File: src/rtl/stim_seq_if.sv
// Bus bundle for stim_seq_player.
// Carries the step-table write port, the playback controls and the
// event outputs.
// master: the side that programs the table and starts playback.
// slave : the player itself.
interface stim_seq_if #(
   parameter int AW    = 4,
   parameter int DLY_W = 12
);
   logic              cfg_we;
   logic [AW-1:0]     cfg_addr;
   logic [DLY_W+2:0]  cfg_data;
   logic [AW:0]       cfg_len;
   logic              start;
   logic              abort;
   logic [3:0]        sig_out;
   logic [AW-1:0]     step_idx;
   logic              busy;
   logic              done;
   logic              err;

   modport master (
      output cfg_we, cfg_addr, cfg_data, cfg_len, start, abort,
      input  sig_out, step_idx, busy, done, err
   );

   modport slave (
      input  cfg_we, cfg_addr, cfg_data, cfg_len, start, abort,
      output sig_out, step_idx, busy, done, err
   );
endinterface

File: src/rtl/stim_seq_player.sv
// stim_seq_player: programmable event-sequence generator for the i1..i4
// inputs of the sequence-detector FSMs.
// Each table entry holds {channel[1:0], level, delay[DLY_W-1:0]}.
// During playback every step waits 'delay' cycles and then drives
// sig_out[channel] to 'level'.
// A step with delay d applies d+1 cycles after the previous event.
//
// Optional build macro SEQ_LOOP_EN adds a 'loop' input. While it is high,
// playback wraps from the last step back to step 0 instead of finishing.
//
// state  | meaning
// -------+-------------------------------------------------------------
// S_IDLE | waiting for start; table writable; sig_out holds last value
// S_WAIT | timing the current step; applies it when the counter is zero
// S_DONE | single cycle after the last step (done pulse visible)
module stim_seq_player #(
   parameter int DEPTH = 16,
   parameter int AW    = 4,
   parameter int DLY_W = 12
) (
   input  logic         clk,
   input  logic         reset,
`ifdef SEQ_LOOP_EN
   input  logic         loop,
`endif
   stim_seq_if.slave    bus
);

   typedef enum logic [1:0] {
      S_IDLE = 2'd0,
      S_WAIT = 2'd1,
      S_DONE = 2'd2
   } state_t;

   logic [DLY_W+2:0] tbl_q [DEPTH];

   state_t           state_q, state_d;
   logic [3:0]       sig_q, sig_d;
   logic [AW-1:0]    idx_q, idx_d;
   logic [DLY_W-1:0] cnt_q, cnt_d;
   logic [AW:0]      len_q, len_d;
   logic             busy_q, busy_d;
   logic             done_q, done_d;
   logic             err_q, err_d;

   logic [1:0]       cur_ch;
   logic             cur_lvl;
   logic [DLY_W-1:0] first_dly;
   logic [DLY_W-1:0] next_dly;
   logic             len_ok;
   logic             is_last;
   logic             do_wrap;

   assign cur_ch    = tbl_q[idx_q][DLY_W+2:DLY_W+1];
   assign cur_lvl   = tbl_q[idx_q][DLY_W];
   assign first_dly = tbl_q[0][DLY_W-1:0];
   // Only consulted when the current step is not the last, so the index
   // never wraps into an entry outside the played range.
   assign next_dly  = tbl_q[idx_q + AW'(1)][DLY_W-1:0];

   assign len_ok  = (bus.cfg_len != '0) && (bus.cfg_len <= (AW+1)'(DEPTH));
   assign is_last = ({1'b0, idx_q} == (len_q - (AW+1)'(1)));

`ifdef SEQ_LOOP_EN
   assign do_wrap = loop;
`else
   assign do_wrap = 1'b0;
`endif

   // Table write port; blocked during playback so a running sequence
   // can never be altered under its own feet.
   always_ff @(posedge clk) begin
      if (bus.cfg_we && !busy_q) begin
         tbl_q[bus.cfg_addr] <= bus.cfg_data;
      end
   end

   // Next-state and next-output logic of the playback FSM.
   always_comb begin
      state_d = state_q;
      sig_d   = sig_q;
      idx_d   = idx_q;
      cnt_d   = cnt_q;
      len_d   = len_q;
      busy_d  = busy_q;
      done_d  = 1'b0;
      err_d   = 1'b0;

      case (state_q)
         S_IDLE: begin
            // abort wins over start and suppresses the error pulse too
            if (bus.start && !bus.abort) begin
               if (len_ok) begin
                  sig_d   = '0;
                  idx_d   = '0;
                  cnt_d   = first_dly;
                  len_d   = bus.cfg_len;
                  busy_d  = 1'b1;
                  state_d = S_WAIT;
               end else begin
                  err_d = 1'b1;
               end
            end
         end

         S_WAIT: begin
            if (bus.abort) begin
               state_d = S_IDLE;
               sig_d   = '0;
               busy_d  = 1'b0;
               idx_d   = '0;
            end else if (cnt_q != '0) begin
               cnt_d = cnt_q - DLY_W'(1);
            end else begin
               sig_d[cur_ch] = cur_lvl;
               if (is_last) begin
                  if (do_wrap) begin
                     idx_d = '0;
                     cnt_d = first_dly;
                  end else begin
                     busy_d  = 1'b0;
                     done_d  = 1'b1;
                     state_d = S_DONE;
                  end
               end else begin
                  idx_d = idx_q + AW'(1);
                  cnt_d = next_dly;
               end
            end
         end

         S_DONE: begin
            // start is ignored here; a held start is taken on the next IDLE cycle
            state_d = S_IDLE;
            if (bus.abort) begin
               sig_d  = '0;
               busy_d = 1'b0;
               idx_d  = '0;
            end
         end

         default: begin
            state_d = S_IDLE;
            sig_d   = '0;
            busy_d  = 1'b0;
            idx_d   = '0;
         end
      endcase
   end

   // FSM and output registers; synchronous reset, table left untouched.
   always_ff @(posedge clk) begin
      if (reset) begin
         state_q <= S_IDLE;
         sig_q   <= '0;
         idx_q   <= '0;
         cnt_q   <= '0;
         len_q   <= '0;
         busy_q  <= 1'b0;
         done_q  <= 1'b0;
         err_q   <= 1'b0;
      end else begin
         state_q <= state_d;
         sig_q   <= sig_d;
         idx_q   <= idx_d;
         cnt_q   <= cnt_d;
         len_q   <= len_d;
         busy_q  <= busy_d;
         done_q  <= done_d;
         err_q   <= err_d;
      end
   end

   assign bus.sig_out  = sig_q;
   assign bus.step_idx = idx_q;
   assign bus.busy     = busy_q;
   assign bus.done     = done_q;
   assign bus.err      = err_q;

endmodule

File: src/flat_wrapper.sv
// flat-port wrapper written by rule: the top's interface ports become plain ports
module stim_seq_player_flat 
#(
   parameter int DEPTH = 16,
   parameter int AW    = 4,
   parameter int DLY_W = 12
)
  (clk, reset, bus_cfg_we, bus_cfg_addr, bus_cfg_data, bus_cfg_len, bus_start, bus_abort, bus_sig_out, bus_step_idx, bus_busy, bus_done, bus_err);
  stim_seq_if #(.AW(AW), .DLY_W(DLY_W)) bus_i ();
  input  logic clk;
  input  logic reset;
  input wire logic [$bits(bus_i.cfg_we)-1:0] bus_cfg_we;
  input wire logic [$bits(bus_i.cfg_addr)-1:0] bus_cfg_addr;
  input wire logic [$bits(bus_i.cfg_data)-1:0] bus_cfg_data;
  input wire logic [$bits(bus_i.cfg_len)-1:0] bus_cfg_len;
  input wire logic [$bits(bus_i.start)-1:0] bus_start;
  input wire logic [$bits(bus_i.abort)-1:0] bus_abort;
  output wire logic [$bits(bus_i.sig_out)-1:0] bus_sig_out;
  output wire logic [$bits(bus_i.step_idx)-1:0] bus_step_idx;
  output wire logic [$bits(bus_i.busy)-1:0] bus_busy;
  output wire logic [$bits(bus_i.done)-1:0] bus_done;
  output wire logic [$bits(bus_i.err)-1:0] bus_err;
  assign bus_i.cfg_we = bus_cfg_we;
  assign bus_i.cfg_addr = bus_cfg_addr;
  assign bus_i.cfg_data = bus_cfg_data;
  assign bus_i.cfg_len = bus_cfg_len;
  assign bus_i.start = bus_start;
  assign bus_i.abort = bus_abort;
  assign bus_sig_out = bus_i.sig_out;
  assign bus_step_idx = bus_i.step_idx;
  assign bus_busy = bus_i.busy;
  assign bus_done = bus_i.done;
  assign bus_err = bus_i.err;
  stim_seq_player #(.DEPTH(DEPTH), .AW(AW), .DLY_W(DLY_W)) u_core (.clk(clk), .reset(reset), .bus(bus_i));
endmodule
File: config.mk
export PLATFORM = sky130hd
export DESIGN_NAME = stim_seq_player_flat
export DESIGN_NICKNAME = d
export VERILOG_FILES = /design/src/rtl/stim_seq_if.sv /design/src/rtl/stim_seq_player.sv /design/src/flat_wrapper.sv
export SDC_FILE = /design/constraint.sdc
export NUM_CORES = 1
export LEC_CHECK = 0
export BUFFER_PORTS_ARGS = -buffer_cell sky130_fd_sc_hd__buf_2
export CORE_ASPECT_RATIO = 1.75
export CORE_UTILIZATION = 60
export CTS_BUF_LIST = sky130_fd_sc_hd__clkbuf_4
export DETAILED_ROUTE_END_ITERATION = 8
export GPL_TIMING_DRIVEN = 0
export PLACE_DENSITY = 0.86
export SYNTH_ARGS = -nofsm -noshare
export SYNTH_HDL_FRONTEND = slang
export SYNTH_SLANG_ARGS = --single-unit
File: constraint.sdc
create_clock -name clk -period 2.7 [get_ports clk]
set_input_delay 0.27 -clock clk [delete_from_list [all_inputs] [get_ports clk]]
set_output_delay 0.27 -clock clk [all_outputs]
set_load 0.05 [all_outputs]
# ---- Word-level counts from Yosys, hierarchy flattened
# Memories as Yosys holds them, arrays and structs flattened. A register that Yosys moved wholly into a read port is not among the register bits.
# Cells that the tools add are included.
dict set report word_totals {
  output_inout_bits 11
  register_bits 30
  latchBits 0
  elab_cells 85
  ram_bits 240
  n_memories 1
  mem_bits_ro 0
}
# name words word_bits rd rd_ports_with_merged_regs wr line_no
set memory_table {}
lappend memory_table {u_core.tbl_q 16 15 3 1 1 stim_seq_player.sv:35} ;# logic [DLY_W+2:0] tbl_q [DEPTH];
dict set report op_classes {
  add_sub_neg 3
  n_eq_ne 11
  n_reduce_logical 18
  n_mul 0
  bitwise_logic 3
  shift 0
  order_cmp 3
  n_mux 38
  div_mod_pow 0
}
# op count
set ops {}
lappend ops {{12-bit 2-to-1 mux} 5}
lappend ops {{4-bit 2-to-1 mux} 10}
lappend ops {{12-bit one-hot mux with 2 select lines} 1}
lappend ops {{4-bit one-hot mux with 3 select lines} 2}
lappend ops {{5-bit AND reduction} 3}
lappend ops {{12-bit nonzero test} 1}
lappend ops {{12-bit by 1-bit subtractor with 12-bit output (second input constant)} 1}
lappend ops {{1-bit 2-to-1 mux} 11}
lappend ops {{2-bit 2-to-1 mux} 5}
lappend ops {{3-bit inequality test (second input constant)} 3}
lappend ops {{4-bit AND reduction} 2}
lappend ops {{4-bit by 5-bit == test with 1-bit output} 1}
lappend ops {{5-bit less-or-equal comparator (second input constant)} 1}
lappend ops {{5-bit nonzero test} 1}
lappend ops {{5-bit by 1-bit subtractor with 5-bit output (second input constant)} 1}
lappend ops {{4-bit by 1-bit adder with 4-bit output (second input constant)} 1}
lappend ops {{4-bit bitwise mux} 1}
lappend ops {{1-bit logical AND} 4}
lappend ops {{2-bit by 1-bit inequality test with 1-bit output (second input constant)} 2}
lappend ops {{2-bit inequality test (second input constant)} 2}
lappend ops {{2-bit one-hot mux with 2 select lines} 1}
lappend ops {{4-bit OR reduction} 1}
lappend ops {{2-bit by 3-bit < comparator with 1-bit output (second input constant)} 1}
lappend ops {{3-bit by 2-bit inequality test with 1-bit output (second input constant)} 1}
lappend ops {{other kinds (11)} 14}

# ---- Depth between registers and ports, before layout
# Gate-level depths: netlist of the first run.
dict set report depth {
  ltp_word 8
  ltp_mapped 9
  mapped_depth_nobuf 8
}

# ---- Worst setup path before layout of the first run
# No wires, ideal clock.
dict set report synth_timing {
  path_type {reg2reg}
  startpoint {register u_core.busy_q (netlist: u_core.bus.busy)}
  endpoint {memory u_core.tbl_q[8][0] (netlist bit) (enable)}
  path_slack_ns 0.028
  period_less_slack_ns 2.672
  required_time_ns 2.294
  path_stages_with_launch 4
  arrival_time_ns 2.266
  path_cell_list {dfxtp_1 -> nand2b_1 -> or3b_2 -> nor3_1}
}
dict set report synth_via {
  elab_chain_len 4
}
# element line_no
set synth_lines {}
lappend synth_lines {{from (decl)} stim_seq_player.sv:42} ;# logic busy_q, busy_d;
lappend synth_lines {{from (signal assigned)} stim_seq_player.sv:168} ;# busy_q <= busy_d;
lappend synth_lines {{1-bit zero test} stim_seq_player.sv:73} ;# if (bus.cfg_we && !busy_q) begin
lappend synth_lines {{1-bit logical AND} stim_seq_player.sv:73}
lappend synth_lines {{1-bit 2-to-1 mux} stim_seq_player.sv:73}
lappend synth_lines {{1-bit 2-to-1 mux (not written as such)} stim_seq_player.sv:74} ;# tbl_q[bus.cfg_addr] <= bus.cfg_data;
lappend synth_lines {{to (decl)} stim_seq_player.sv:35}
# No other way between the ends.

# ---- Worst setup path in the final report of the first run
dict set report layout_timing {
  startpoint {register u_core.idx_q[1] (netlist: u_core.bus.step_idx[1])}
  endpoint {register u_core.cnt_q[11]}
}
dict set report layout_via {
  elab_chain_len 6
  word_cells_on_any_way 9
}
# element line_no
set layout_lines {}
lappend layout_lines {{from (decl)} stim_seq_player.sv:39} ;# logic [AW-1:0] idx_q, idx_d;
lappend layout_lines {{from (signal assigned)} stim_seq_player.sv:165} ;# idx_q <= idx_d;
lappend layout_lines {{4-bit by 1-bit adder with 4-bit output} stim_seq_player.sv:59} ;# assign next_dly = tbl_q[idx_q + AW'(1)][DLY_W-1:0];
lappend layout_lines {{memory read 16 x 15 bit} --}
lappend layout_lines {{12-bit 2-to-1 mux} stim_seq_player.sv:116} ;# if (is_last) begin
lappend layout_lines {{12-bit 2-to-1 mux} stim_seq_player.sv:112} ;# end else if (cnt_q != '0) begin
lappend layout_lines {{12-bit 2-to-1 mux} stim_seq_player.sv:107} ;# if (bus.abort) begin
lappend layout_lines {{12-bit one-hot mux with 2 select lines} stim_seq_player.sv:89} ;# case (state_q)
lappend layout_lines {{to (signal assigned)} stim_seq_player.sv:166} ;# cnt_q <= cnt_d;
lappend layout_lines {{to (decl)} stim_seq_player.sv:40} ;# logic [DLY_W-1:0] cnt_q, cnt_d;
# Several ways; a longest one is shown, not always the timed one. The select of a mux whose other input is x is not followed.
# A chain may end at the register's enable or synchronous reset.

==> results.md, run 1 <==
- Post-route cell area: around 13000 µm²
- Cell leakage power: approximately 4.2 nW
- Core ar.: 18100 µm²
- Unrepaired setup endpoints after global routing: no
- Max Slew Vio Count: 0
- Drt pass-1 iters: 5
- Die Height: between 150 and 200 µm
- Async S/R FF share, synth: 0
- Fmax: ~0.38 GHz
- Synth area leader: edfxtp_1
- Initial antenna violation count: 1
- Fin Hold WS: between 0.02 and 0.025 ns
- Unique masters post-synth: 57
- #FFs+latches synth: 274
- WL/cell: about 24 µm
- Relative slew slack: 0.365
- Power Density: approximately 600 nW/µm²
- Worst EP required: around 3.2 ns
- Clock-pin slew on the worst setup and hold paths: ~0.090 ns
- H-tree Lvls: 2
- Clk root buf: clkbuf_4
- Routed vias: around 6500
- Max-Cap Viols: 0
- Post-CTS Setup Bufs: 0
- CTS tree: built
- Tightest Pin Transition: 0.947 ns
- Multiplexer area fraction after synthesis: 0.161
- Bufs and invs on worst path: 1
- Crit path depth: 7
- Initial Util: 0.618
- Status: completed
- Final Hold Fails: 0
- Worst-case clock buffer depth: 3
- CP delay by family, top: multiplexers
- Post-Route WL: ~25000 µm
- Layout cell share with drive strength beyond 1: 0.323
- Post-synthesis cell area: about 11000 µm²
- Total Nets Final: just under 800
- Total GRT Usage: 0.269
- CP Cell Sequence: ha_1 > buf_2 > mux4_2 > mux4_2 > o211a_1 > nor3_1 > nor3_1
- Vias/cell: 6.38
- Die area: just under 20000 µm²
- Total cell area at the placement stage: roughly 12000 µm²
- Io pins: 40
- # port buffers: 38
- WHS Path Cells: 1
- Area growth syn-to-layout: 14.7%
- Final Setup Violations: 0
- Final setup skew: roughly 0.035 ns
- Die width: 105 µm
- Synthesis warning total: 0
- Routed Antenna Nets: 0
- DRC Markers: 0
- Worst Setup End Kind: register
- Top-area cell type share of the netlist area: 0.643
- Dpl hpwl: about 17000 µm
- Dominant synthesized flop cell: edfxtp_1
- Crit path time final: 2.62 ns
- Final period util: 0.969
- DRT iter0 DRCs: approximately 550
- CTS Buf Count: 55
- First-pass GRT wire length: around 38000 µm
- Register area share after synthesis: 0.704
- Standard-cell rows: 65
- Setup CP Type: register to register
- GPL Wtd Cong: 0.901
- Avg Inst Size Synth: about 18 µm²
- Post-synth EDFFs: 240
- Worst setup SP type: register
- Worst r2r path cells: 7
- CP peak stage delay: ~0.54 ns
- Post-Synth Adder-Cell Area: 0.00447
- Complex-gate fraction of the synthesized area: 0.0431
- Largest net degree at the start of global routing: 17
- Mapped Cells: 615
- Crit path max-delay cell type: mux4_2
- Synth Area in XOR/XNOR: 0.0132
- Clock latency on the worst-skew pair: approximately 0.65 ns
- Aggregate global routing overflow: 0
- Simple-gate share of the synthesized area: 0.0555
- CTS Sinks: 274
- Top cells by area, synth: edfxtp_1 (64%), mux4_2 (11%), dfxtp_1 (6.1%)
- Class of the worst hold path: input port to register
- Largest family of logic cells by synthesized area: multiplexers
- Maximum vdd drop: roughly 0.00024 V
- Crit-path max FO: 10
- Vias in the first global route: roughly 6800
- CP Data Arrival Time: between 3 and 4 ns
- Syn nets: around 650
## registers in the layout, indices dropped and copies added (netlist names), 2 cells and up, named ones only
signal	cells
u_core.bus.sig_out	4
u_core.bus.step_idx	4
u_core.cnt_q	12
u_core.len_q	5
u_core.state_q	2
u_core.tbl_q	240
## layout make-up
class / count / area [µm²]
Fill cell: 1045 / 5290
Clock inverter: 22 / 86.3
Sequential cell: 274 / 7890
Tap cell: 234 / 293
Antenna cell: 1 / 2.50
Multi-Input combinational cell: 300 / 3170
Buffer: 29 / 178
Clock buffer: 75 / 563
Timing Repair Buffer: 74 / 624
Inverter: 12 / 45.0
## logic make-up after synthesis
| family | after synthesis |
|---|---|
| compound gates | 64 |
| fa+ha+maj | 4 |
| simple gates | 116 |
| flops | 274 |
| mux | 100 |
| buf+inv | 41 |
| xor+xnor | 16 |
## report_power, final
group	internal, mW	switching [mW]	leakage [nW]
logic	0.184	0.298	1.36
clock network	1.29	1.48	0.389
registers	4.66	0.0342	2.44
## synth_stat cells (2+ instances only)
cell      number
o221ai_1       4
or4_1          2
nor3_1        19
a22oi_1        3
edfxtp_1     240
or3_1          4
inv_1         12
nand2b_1       7
mux4_1         4
nand3b_1       6
a211oi_1       3
a211o_1        3
a21oi_1       20
a221oi_1       2
nand2_1        9
mux2_2        15
buf_4          8
o22ai_1        5
buf_2          4
buf_6          3
nor2b_1        8
o21ai_0        7
a221oi_2       5
ha_1           4
mux4_2        57
dfxtp_1       34
clkbuf_1      10
or3b_2         2
xor2_1         3
buf_1          3
nand3_1        4
nor2_1        40
nor4_1         2
o41ai_1        3
mux2i_1       24
or2b_1         2
xnor2_1       12
nand4b_1       2
nor4_2         2
## repair_timing
item                                    4_1_cts  5_1_grt
endpoints found under the setup margin        6        5
hold buffers                                 20        0
cloned                                        0        0
pin swaps                                     0        1
endpoints found under the hold margin       160        0
gates resized for setup                       3        7
## routing by layer
metal | part of all wire | GRT usage
met1 | 0.35 | 0.307
met2 | 0.55 | 0.486
met3 | 0.061 | 0.0352
met4 | 0.047 | 0.148
met5 | 0 | 0
## path summary, 6_finish.rpt
| path | startpoint | to | slack, ns |
|---|---|---|---|
| setup / recovery | u_core.bus.step_idx[1] | u_core.cnt_q[11] | 0.08 |
| hold / removal | bus_cfg_data[9] | u_core.tbl_q[7][9] | 0.02 |
| setup reg to reg | u_core.bus.step_idx[1] | u_core.cnt_q[11] | 0.08 |
| hold reg to reg | u_core.bus.sig_out[1] | u_core.bus.sig_out[1] | 0.49 |
## layout by cell type (no fill, tap or decap), types with 3 or more instances in the layout
cell type and n:
o22ai_1 5, mux2i_1 24, o41ai_1 3, mux4_2 57, nand2b_1 7, clkinv_2 3
or3_1 4, nand2_1 9, inv_1 12, ha_1 4, nor2b_1 8, clkbuf_4 77
mux2_2 15, a211oi_1 3, buf_4 8, nand3_1 4, a211o_1 3, o221ai_1 4
xnor2_1 12, edfxtp_1 240, dfxtp_1 34, buf_2 43, a221oi_2 5, clkinv_1 18
mux4_1 4, buf_6 8, o21ai_0 7, a21oi_1 20, nor3_2 4, nand3b_1 6
nor2_2 12, nor2_1 28, clkbuf_1 8, a22oi_1 3, buf_8 10, dlygate4sd3_1 20
nor3_1 15
## metrics by stage
step                      setup TNS (ns)  cells   util  power, mW  setup WS, ns
after floorplan                        0    615      -       5.05        0.0279
after global placement            -42.18    887  0.644       5.19        -0.908
after detailed placement           -1.05    903  0.660       5.24        -0.192
after CTS                              0   1020  0.707       7.96        0.0882
after global routing                   0   1021  0.708       8.19       0.00309
final                                  0   1021  0.708       7.95        0.0834
Power figures use the tool's default switching activity.
==> run 2, diff against run 1 <==
--- a/config.mk
+++ b/config.mk
@@ -5,13 +5,14 @@
 export SDC_FILE = /design/constraint.sdc
 export NUM_CORES = 1
 export LEC_CHECK = 0
+export ABC_AREA = 1
 export BUFFER_PORTS_ARGS = -buffer_cell sky130_fd_sc_hd__buf_2
 export CORE_ASPECT_RATIO = 1.75
 export CORE_UTILIZATION = 60
 export CTS_BUF_LIST = sky130_fd_sc_hd__clkbuf_4
 export DETAILED_ROUTE_END_ITERATION = 8
 export GPL_TIMING_DRIVEN = 0
-export PLACE_DENSITY = 0.86
+export PLACE_DENSITY = 0.85
 export SYNTH_ARGS = -nofsm -noshare
 export SYNTH_HDL_FRONTEND = slang
 export SYNTH_SLANG_ARGS = --single-unit
==> run 2 against run 1 <==
  * Clock skew grew 0.0057 ns
  * Combinational power grew 82%
  * Synthesized cell count grew 72%
  * Sequential power is essentially flat
  * Register-to-register slack lost 0.04 ns
  * Utilization is essentially flat
  * Die area grew 3.5%
  * Critical endpoint is now u_core.cnt_q[4]
  * Highest routed layer unchanged
==> results.md, run 2 <==
- Status: completed (unchanged)
- Dominant synthesized flop cell: edfxtp_1 (unchanged)
- Worst-case clock buffer depth: 3 (unchanged)
- Commonest non-fill, non-tap cell in the layout: edfxtp_1 (unchanged)
- Standard-cell rows: 66 (was 65)
- Worst setup margin: 0.0471 ns (was 0.0834 ns)
- Area growth syn-to-layout: 14.4% (was 14.7%)
- CP peak stage delay: 0.42 ns (was 0.54 ns)
- Routed vias: 8934 (was 6514)
- Unrepaired setup endpoints after global routing: no (unchanged)
- Setup CP Type: register to register (unchanged)
- Tightest Pin Transition: 1.04 ns (was 0.947 ns)
- Metal3 WL: 2440 µm (was 1520 µm)
- WL/cell: 21.3 µm (was 24.4 µm)
- Largest net degree at the start of global routing: 17 (unchanged)
- Clock latency on the worst-skew pair: 0.73 ns (was 0.65 ns)
- Die width: 107 µm (was 105 µm)
- Post-synth top cells: edfxtp_1 (240), nor2_1 (168), nand2_1 (135) (was edfxtp_1 (240), mux4_2 (57), nor2_1 (40))
- Die Height: 186 µm (was 183 µm)
- Largest register by flop count: u_core.tbl_q (unchanged)
- DRC Markers: 0 (unchanged)
- Synthesis warning total: 0 (unchanged)
- Top sig layer: met4 (unchanged)
- Crit-path max FO: 10 (unchanged)
- Total Nets Final: 1223 (was 779)
- Initial antenna violation count: 1 (unchanged)
- Dpl ws: -0.0479 ns (was -0.192 ns)
- Top cells by area, synth: edfxtp_1 (62%), dfxtp_1 (5.9%), nor2_1 (5.4%) (was edfxtp_1 (64%), mux4_2 (11%), dfxtp_1 (6.1%))
- Syn nets: 1092 (was 648)
- Worst setup SP type: register (unchanged)
- Total GRT Usage: 0.333 (was 0.269)
- Max Slew Vio Count: 0 (unchanged)
- Avg Inst Size Synth: 11.0 µm² (was 18.2 µm²)
- Max reg flops: 240 (unchanged)
- Largest regs: u_core.tbl_q (240), u_core.cnt_q (12), u_core.len_q (5) (unchanged)
- R2r setup slk: 0.05 ns (was 0.08 ns)
- Maximum vdd drop: 0.000463 V (was 0.000244 V)
- Max-Cap Viols: 0 (unchanged)
- Cell leakage power: 4.86 nW (was 4.20 nW)
- CP Cell Sequence: ha_1 > buf_2 > clkbuf_4 > buf_2 > nor2_1 > o21ai_0 > o211ai_1 > o211ai_1 > nand3_1 > nand2_1 > a21oi_1 (was ha_1 > buf_2 > mux4_2 > mux4_2 > o211a_1 > nor3_1 > nor3_1)
- Routed length on met1: 9770 µm (was 8630 µm)
- Final Hold Fails: 0 (unchanged)
- Fin Hold WS: 0.139 ns (was 0.0247 ns)
- Routed Antenna Nets: 0 (unchanged)
- Post-synth EDFFs: 240 (unchanged)
- CTS Buf Count: 55 (unchanged)
- Relative slew slack: 0.306 (was 0.365)
- Initial Util: 0.619 (was 0.618)
- Non-filler cells, final: 1469 (was 1021)
- Met2 WL post-DR: 16600 µm (was 13600 µm)
- Post-CTS Setup Bufs: 0 (unchanged)
- Post-route cell area: 13300 µm² (was 12800 µm²)
- Final period util: 0.983 (was 0.969)
- Fmax: 0.377 GHz (was 0.382 GHz)
- First-pass GRT wire length: 48200 µm (was 37900 µm)
- Die area: 19900 µm² (was 19200 µm²)
- Async S/R FF share, synth: 0 (unchanged)
- Most frequent cells in the layout: edfxtp_1 (240), nor2_1 (160), nand2_1 (135) (was edfxtp_1 (240), clkbuf_4 (77), mux4_2 (57))
- Vias/cell: 6.08 (was 6.38)
- Post-Route WL: 31300 µm (was 24900 µm)
- Drt pass-1 iters: 6 (was 5)
- Class of the worst hold path: input port to register (unchanged)
- CTS tree: built (unchanged)
- Dpl hpwl: 20800 µm (was 16900 µm)
- Top-count cell post-synth: edfxtp_1 (unchanged)
- Layout cell share with drive strength beyond 1: 0.173 (was 0.323)
- Power Density: 650 nW/µm² (was 619 nW/µm²)
- Mapped Cells: 1059 (was 615)
- Clk root buf: clkbuf_4 (unchanged)
- Core ar.: 18700 µm² (was 18100 µm²)
- Crit path time final: 2.65 ns (was 2.62 ns)
- Worst EP required: 3.31 ns (was 3.21 ns)
- #FFs+latches synth: 274 (unchanged)
- Post-synthesis cell area: 11600 µm² (was 11200 µm²)
- Final setup skew: 0.0411 ns (was 0.0355 ns)
- Layout fillers: 1254 (was 1045)
- Dpl cells: 1347 (was 903)
- Synth area leader: edfxtp_1 (unchanged)
- CP Data Arrival Time: 3.27 ns (was 3.13 ns)
- Crit path max-delay cell type: dfxtp_1 (was mux4_2)
- Worst Setup End Kind: register (unchanged)
- GPL Wtd Cong: 0.949 (was 0.901)
- DRT iter0 DRCs: 856 (was 548)
- H-tree Lvls: 2 (unchanged)
- Clock-pin slew on the worst setup and hold paths: 0.07 ns (was 0.09 ns)
- Top-area cell type share of the netlist area: 0.621 (was 0.643)
- CTS Sinks: 274 (unchanged)
- Vias in the first global route: 9126 (was 6822)
- # port buffers: 38 (unchanged)
- Unique masters post-synth: 34 (was 57)
- Register area share after synthesis: 0.680 (was 0.704)
- Io pins: 40 (unchanged)
- Aggregate global routing overflow: 0 (unchanged)
- Final Setup Violations: 0 (unchanged)
- Final core occ: 0.708 (about the same)
- Total cell area at the placement stage: 12300 µm² (was 12000 µm²)
run 2: changes by cell type after synthesis, moves of 55 or more:
cell,before,now
nor2_1,40,168
nand2_1,9,135
o21ai_0,7,109
nand3_1,4,98
mux4_2,57,0
inv_1,12,67
run 2: stage by stage:
| stage | setup TNS (ns) | power, mW |
|---|---|---|
| 6_report | 0 | 8.63 |
| 2_1_floorplan | 0 | 5.30 |
| 4_1_cts | 0 | 8.59 |
| 3_5_place_dp | -0.922 | 5.61 |
| 5_1_grt | 0 | 8.91 |
| 3_3_place_gp | -118.80 | 5.56 |
run 2: worst max-delay path: cells and delay by family (launching register included):
family	cells	cell delay [ns]
buffers and inverters	3	0.81
flip-flops	1	0.42
AND/OR/NAND/NOR	3	0.30
AO/OA/AOI/OAI	4	0.69
adder cells (fa/ha/maj)	1	0.32
run 2: logic make-up after synthesis:
kind of cell	synth area share
compound gates	0.103
xor+xnor	0.00820
fa+ha+maj	0.00431
buf+inv	0.0458
flops	0.680
simple gates	0.159
run 2: repair_timing:
action / CTS / global route
pin swaps: 0 / 1
endpoints found under the setup margin: 30 / 8
hold buffers: 22 / 2
gates resized for setup: 2 / 9
hold endpoints to repair: 215 / 23
run 2: layout make-up:
cell class                      count  area (µm²)  share of cell area
Antenna cell                        1        2.50            0.000189
Buffer                             55         268              0.0202
Clock buffer                       77         578              0.0435
Clock inverter                     20         138              0.0104
Inverter                           72         272              0.0205
Multi-Input combinational cell    658        3250               0.245
Sequential cell                   274        7890               0.594
Tap cell                          238         298              0.0224
Timing Repair Buffer               74         581              0.0437
run 2: where the power goes:
group,switching (mW),total [mW],internal (mW)
sequential,0.0334,4.70,4.67
combinational,0.618,0.875,0.256
clock,1.55,3.06,1.51
total,2.20,8.63,6.43
run 2: path summary, 6_finish.rpt:
kind	cells after the start	from	end
setup / recovery	11	u_core.bus.step_idx[0]	u_core.cnt_q[4]
hold / removal	6	bus_start	u_core.len_q[4]
setup reg to reg	11	u_core.bus.step_idx[0]	u_core.cnt_q[4]
hold reg to reg	2	u_core.bus.sig_out[2]	u_core.bus.sig_out[2]
run 2: routing by layer:
metal,track usage,up-vias
li1,-,4015
met1,0.340,4213
met2,0.596,555
met3,0.0532,151
met4,0.270,0
met5,0,-
==> run 3, diff against run 2 <==
--- a/config.mk
+++ b/config.mk
@@ -12,6 +12,7 @@
 export CTS_BUF_LIST = sky130_fd_sc_hd__clkbuf_4
 export DETAILED_ROUTE_END_ITERATION = 8
 export GPL_TIMING_DRIVEN = 0
+export MAX_ROUTING_LAYER = met4
 export PLACE_DENSITY = 0.85
 export SYNTH_ARGS = -nofsm -noshare
 export SYNTH_HDL_FRONTEND = slang
==> run 3 against run 2 <==
  * Power decreased by 1.0%
  * Critical path depth fell by 7
  * Count of clock-buffer cells in the layout decreased by 2
  * Sequential power about the same
  * Largest cell class unchanged
  * Highest routed layer unchanged
==> results.md, run 3 (synthesized netlist as in run 2, its figures left out) <==
- Status: completed (unchanged)
- Clk root buf: clkbuf_4 (unchanged)
- Max reg flops: 240 (unchanged)
- Final setup TNS: 0 ns (unchanged)
- Routed Antenna Nets: 0 (unchanged)
- Unrepaired setup endpoints after global routing: yes (was no)
- Area growth syn-to-layout: 14.6% (was 14.4%)
- CTS Sinks: 274 (unchanged)
- CTS Buf Count: 57 (was 55)
- Dpl ws: 0.0315 ns (was -0.0479 ns)
- Relative slew slack: 0.385 (was 0.306)
- WHS Path Cells: 1 (was 6)
- Vias in the first global route: 9024 (was 9126)
- Critical Path Start: u_core.bus.busy (was u_core.bus.step_idx[0])
- DRT iter0 DRCs: 706 (was 856)
- Io pins: 40 (unchanged)
- Total GRT Usage: 0.334 (was 0.333)
- # port buffers: 38 (unchanged)
- Fin Hold WS: 0.0317 ns (was 0.139 ns)
- GPL Wtd Cong: 0.935 (was 0.949)
- Standard-cell rows: 66 (unchanged)
- Routed vias: 8929 (was 8934)
- Class of the worst hold path: input port to register (unchanged)
- Worst-case clock buffer depth: 3 (unchanged)
- Logic pwr share: 0.102 (was 0.101)
- Worst hold start: bus_cfg_data[5] (was bus_start)
- Post-CTS Setup Bufs: 0 (unchanged)
- Max-Cap Viols: 0 (unchanged)
- Worst setup margin: 0.0983 ns (was 0.0471 ns)
- Die Height: 186 µm (unchanged)
- Setup CP Type: register to register (unchanged)
- Net load switching power: 2.21 mW (was 2.20 mW)
- Clock-pin slew on the worst setup and hold paths: 0.08 ns (was 0.07 ns)
- Tot Pwr: 8.54 mW (was 8.63 mW)
- Sw Share: 0.259 (was 0.255)
- Initial antenna violation count: 1 (unchanged)
- Crit path max-delay cell type: nor3_2 (was dfxtp_1)
- Post-route cell area: 13300 µm² (about the same)
- Most frequent cells in the layout: edfxtp_1 (240), nor2_1 (161), nand2_1 (135) (was edfxtp_1 (240), nor2_1 (160), nand2_1 (135))
- Dpl hpwl: 20800 µm (about the same)
- Largest regs: u_core.tbl_q (240), u_core.cnt_q (12), u_core.len_q (5) (unchanged)
- Fmax: 0.384 GHz (was 0.377 GHz)
- Max Slew Vio Count: 0 (unchanged)
- Reg power frac: 0.550 (was 0.544)
- Cell leakage power: 4.87 nW (was 4.86 nW)
- Die width: 107 µm (unchanged)
- Initial Util: 0.619 (unchanged)
- Crit path time final: 2.60 ns (was 2.65 ns)
- Aggregate global routing overflow: 0 (unchanged)
- Total Nets Final: 1227 (was 1223)
- Final Hold Fails: 0 (unchanged)
- DRC Markers: 0 (unchanged)
- Total cell area at the placement stage: 12300 µm² (about the same)
- Die area: 19900 µm² (unchanged)
- CP Data Arrival Time: 2.98 ns (was 3.27 ns)
- H-tree Lvls: 2 (unchanged)
- Final period util: 0.964 (was 0.983)
- Power Density: 643 nW/µm² (was 650 nW/µm²)
- Crit-path max FO: 8 (was 10)
- Worst r2r path cells: 4 (was 11)
- CP peak stage delay: 0.78 ns (was 0.42 ns)
- Vias/cell: 6.04 (was 6.08)
- Internal: 6.33 mW (was 6.43 mW)
- Drt pass-1 iters: 8 (was 6)
- WHS Endpoint: u_core.tbl_q[4][5] (was u_core.len_q[4])
- Layout fillers: 1261 (was 1254)
- Largest net degree at the start of global routing: 17 (unchanged)
- Dpl cells: 1349 (was 1347)
- CP delay by family, top: simple AND/OR/NAND/NOR gates (was buffers and inverters)
- Final setup skew: 0.0228 ns (was 0.0411 ns)
- Post-Route WL: 30600 µm (was 31300 µm)
- Bufs and invs on worst path: 2 (was 3)
- Clk pwr share: 0.348 (was 0.354)
- Layout cell share with drive strength beyond 1: 0.172 (was 0.173)
- R2R Path Start: u_core.bus.busy (was u_core.bus.step_idx[0])
- Core ar.: 18700 µm² (unchanged)
- Commonest non-fill, non-tap cell in the layout: edfxtp_1 (unchanged)
- Largest register by flop count: u_core.tbl_q (unchanged)
- Final Setup Violations: 0 (unchanged)
- Worst Setup End Kind: register (unchanged)
- R2r setup slk: 0.1 ns (was 0.05 ns)
- Tightest Pin Transition: 0.918 ns (was 1.04 ns)
- Final core occ: 0.709 (was 0.708)
- First-pass GRT wire length: 47000 µm (was 48200 µm)
- Worst EP required: 3.08 ns (was 3.31 ns)
- Maximum vdd drop: 0.000421 V (was 0.000463 V)
- CTS tree: built (unchanged)
- WL/cell: 20.7 µm (was 21.3 µm)
- Clock latency on the worst-skew pair: 0.70 ns (was 0.73 ns)
- CP Cell Sequence: nor2_1 > inv_1 > nor3_2 > buf_6 (was ha_1 > buf_2 > clkbuf_4 > buf_2 > nor2_1 > o21ai_0 > o211ai_1 > o211ai_1 > nand3_1 > nand2_1 > a21oi_1)
- Non-filler cells, final: 1478 (was 1469)
- RR Endpoint: u_core.tbl_q[15][5] (was u_core.cnt_q[4])
- Worst setup SP type: register (unchanged)
-- run 3: cell types whose count changed in the layout (fill, tap and decap cells not counted), moves of 2 or more --
cell / previous run / this run
clkbuf_4: 78 / 75
clkbuf_2: 4 / 2
buf_8: 4 / 8
buf_6: 8 / 6
clkinv_1: 12 / 19
clkbuf_1: 20 / 22
-- run 3: power groups by stage --
stage,Sequential (mW),Combinational [mW],Clock (mW)
floorplan,4.79,0.504,0
global placement,4.79,0.774,0
detailed placement,4.79,0.815,0
CTS,4.70,0.849,2.98
global route,4.70,0.942,3.20
finish,4.70,0.869,2.98
-- run 3: final cells by class --
type,instances,area (µm²),area share
clock buffer,75,563,0.0424
sequential,274,7890,0.593
tap,238,298,0.0224
inverter,72,272,0.0204
buffer,55,263,0.0198
multi-input combinational,658,3240,0.244
timing repair buffer,76,616,0.0463
antenna,1,2.50,0.000188
clock inverter,29,155,0.0117
-- run 3: how the worst max path moves through the flow --
stage,to,slack [ns],depth (start not counted)
final,u_core.tbl_q[15][5],0.1,4
after floorplan,u_core.tbl_q[10][0],0.39,3
after global placement,u_core.tbl_q[13][3],-1.13,5
after CTS,u_core.tbl_q[5][10],0.04,3
after global routing,u_core.cnt_q[4],-0.01,10
after detailed placement,u_core.tbl_q[4][13],0.03,5
-- run 3: worst reg2reg max path, delay by kind of cell, from the launching register on --
kind	cells	cell delay (ns)
buffers and inverters	2	0.66
DFF	1	0.34
and+or+nand+nor	2	1.30
-- run 3: timing repair --
| action | 4_1_cts | 5_1_grt |
|---|---|---|
| gates resized for setup | 0 | 3 |
| setup endpoints to repair | 0 | 6 |
| endpoints found under the hold margin | 228 | 0 |
| hold buffers | 23 | 0 |
-- run 3: routing by layer --
| layer | GRT usage | up-vias | part of all wire |
|---|---|---|---|
| li1 | - | 4050 | - |
| met1 | 0.307 | 4125 | 0.31 |
| met2 | 0.596 | 564 | 0.54 |
| met3 | 0.0546 | 190 | 0.073 |
| met4 | 0.273 | 0 | 0.086 |
| met5 | - | - | 0 |
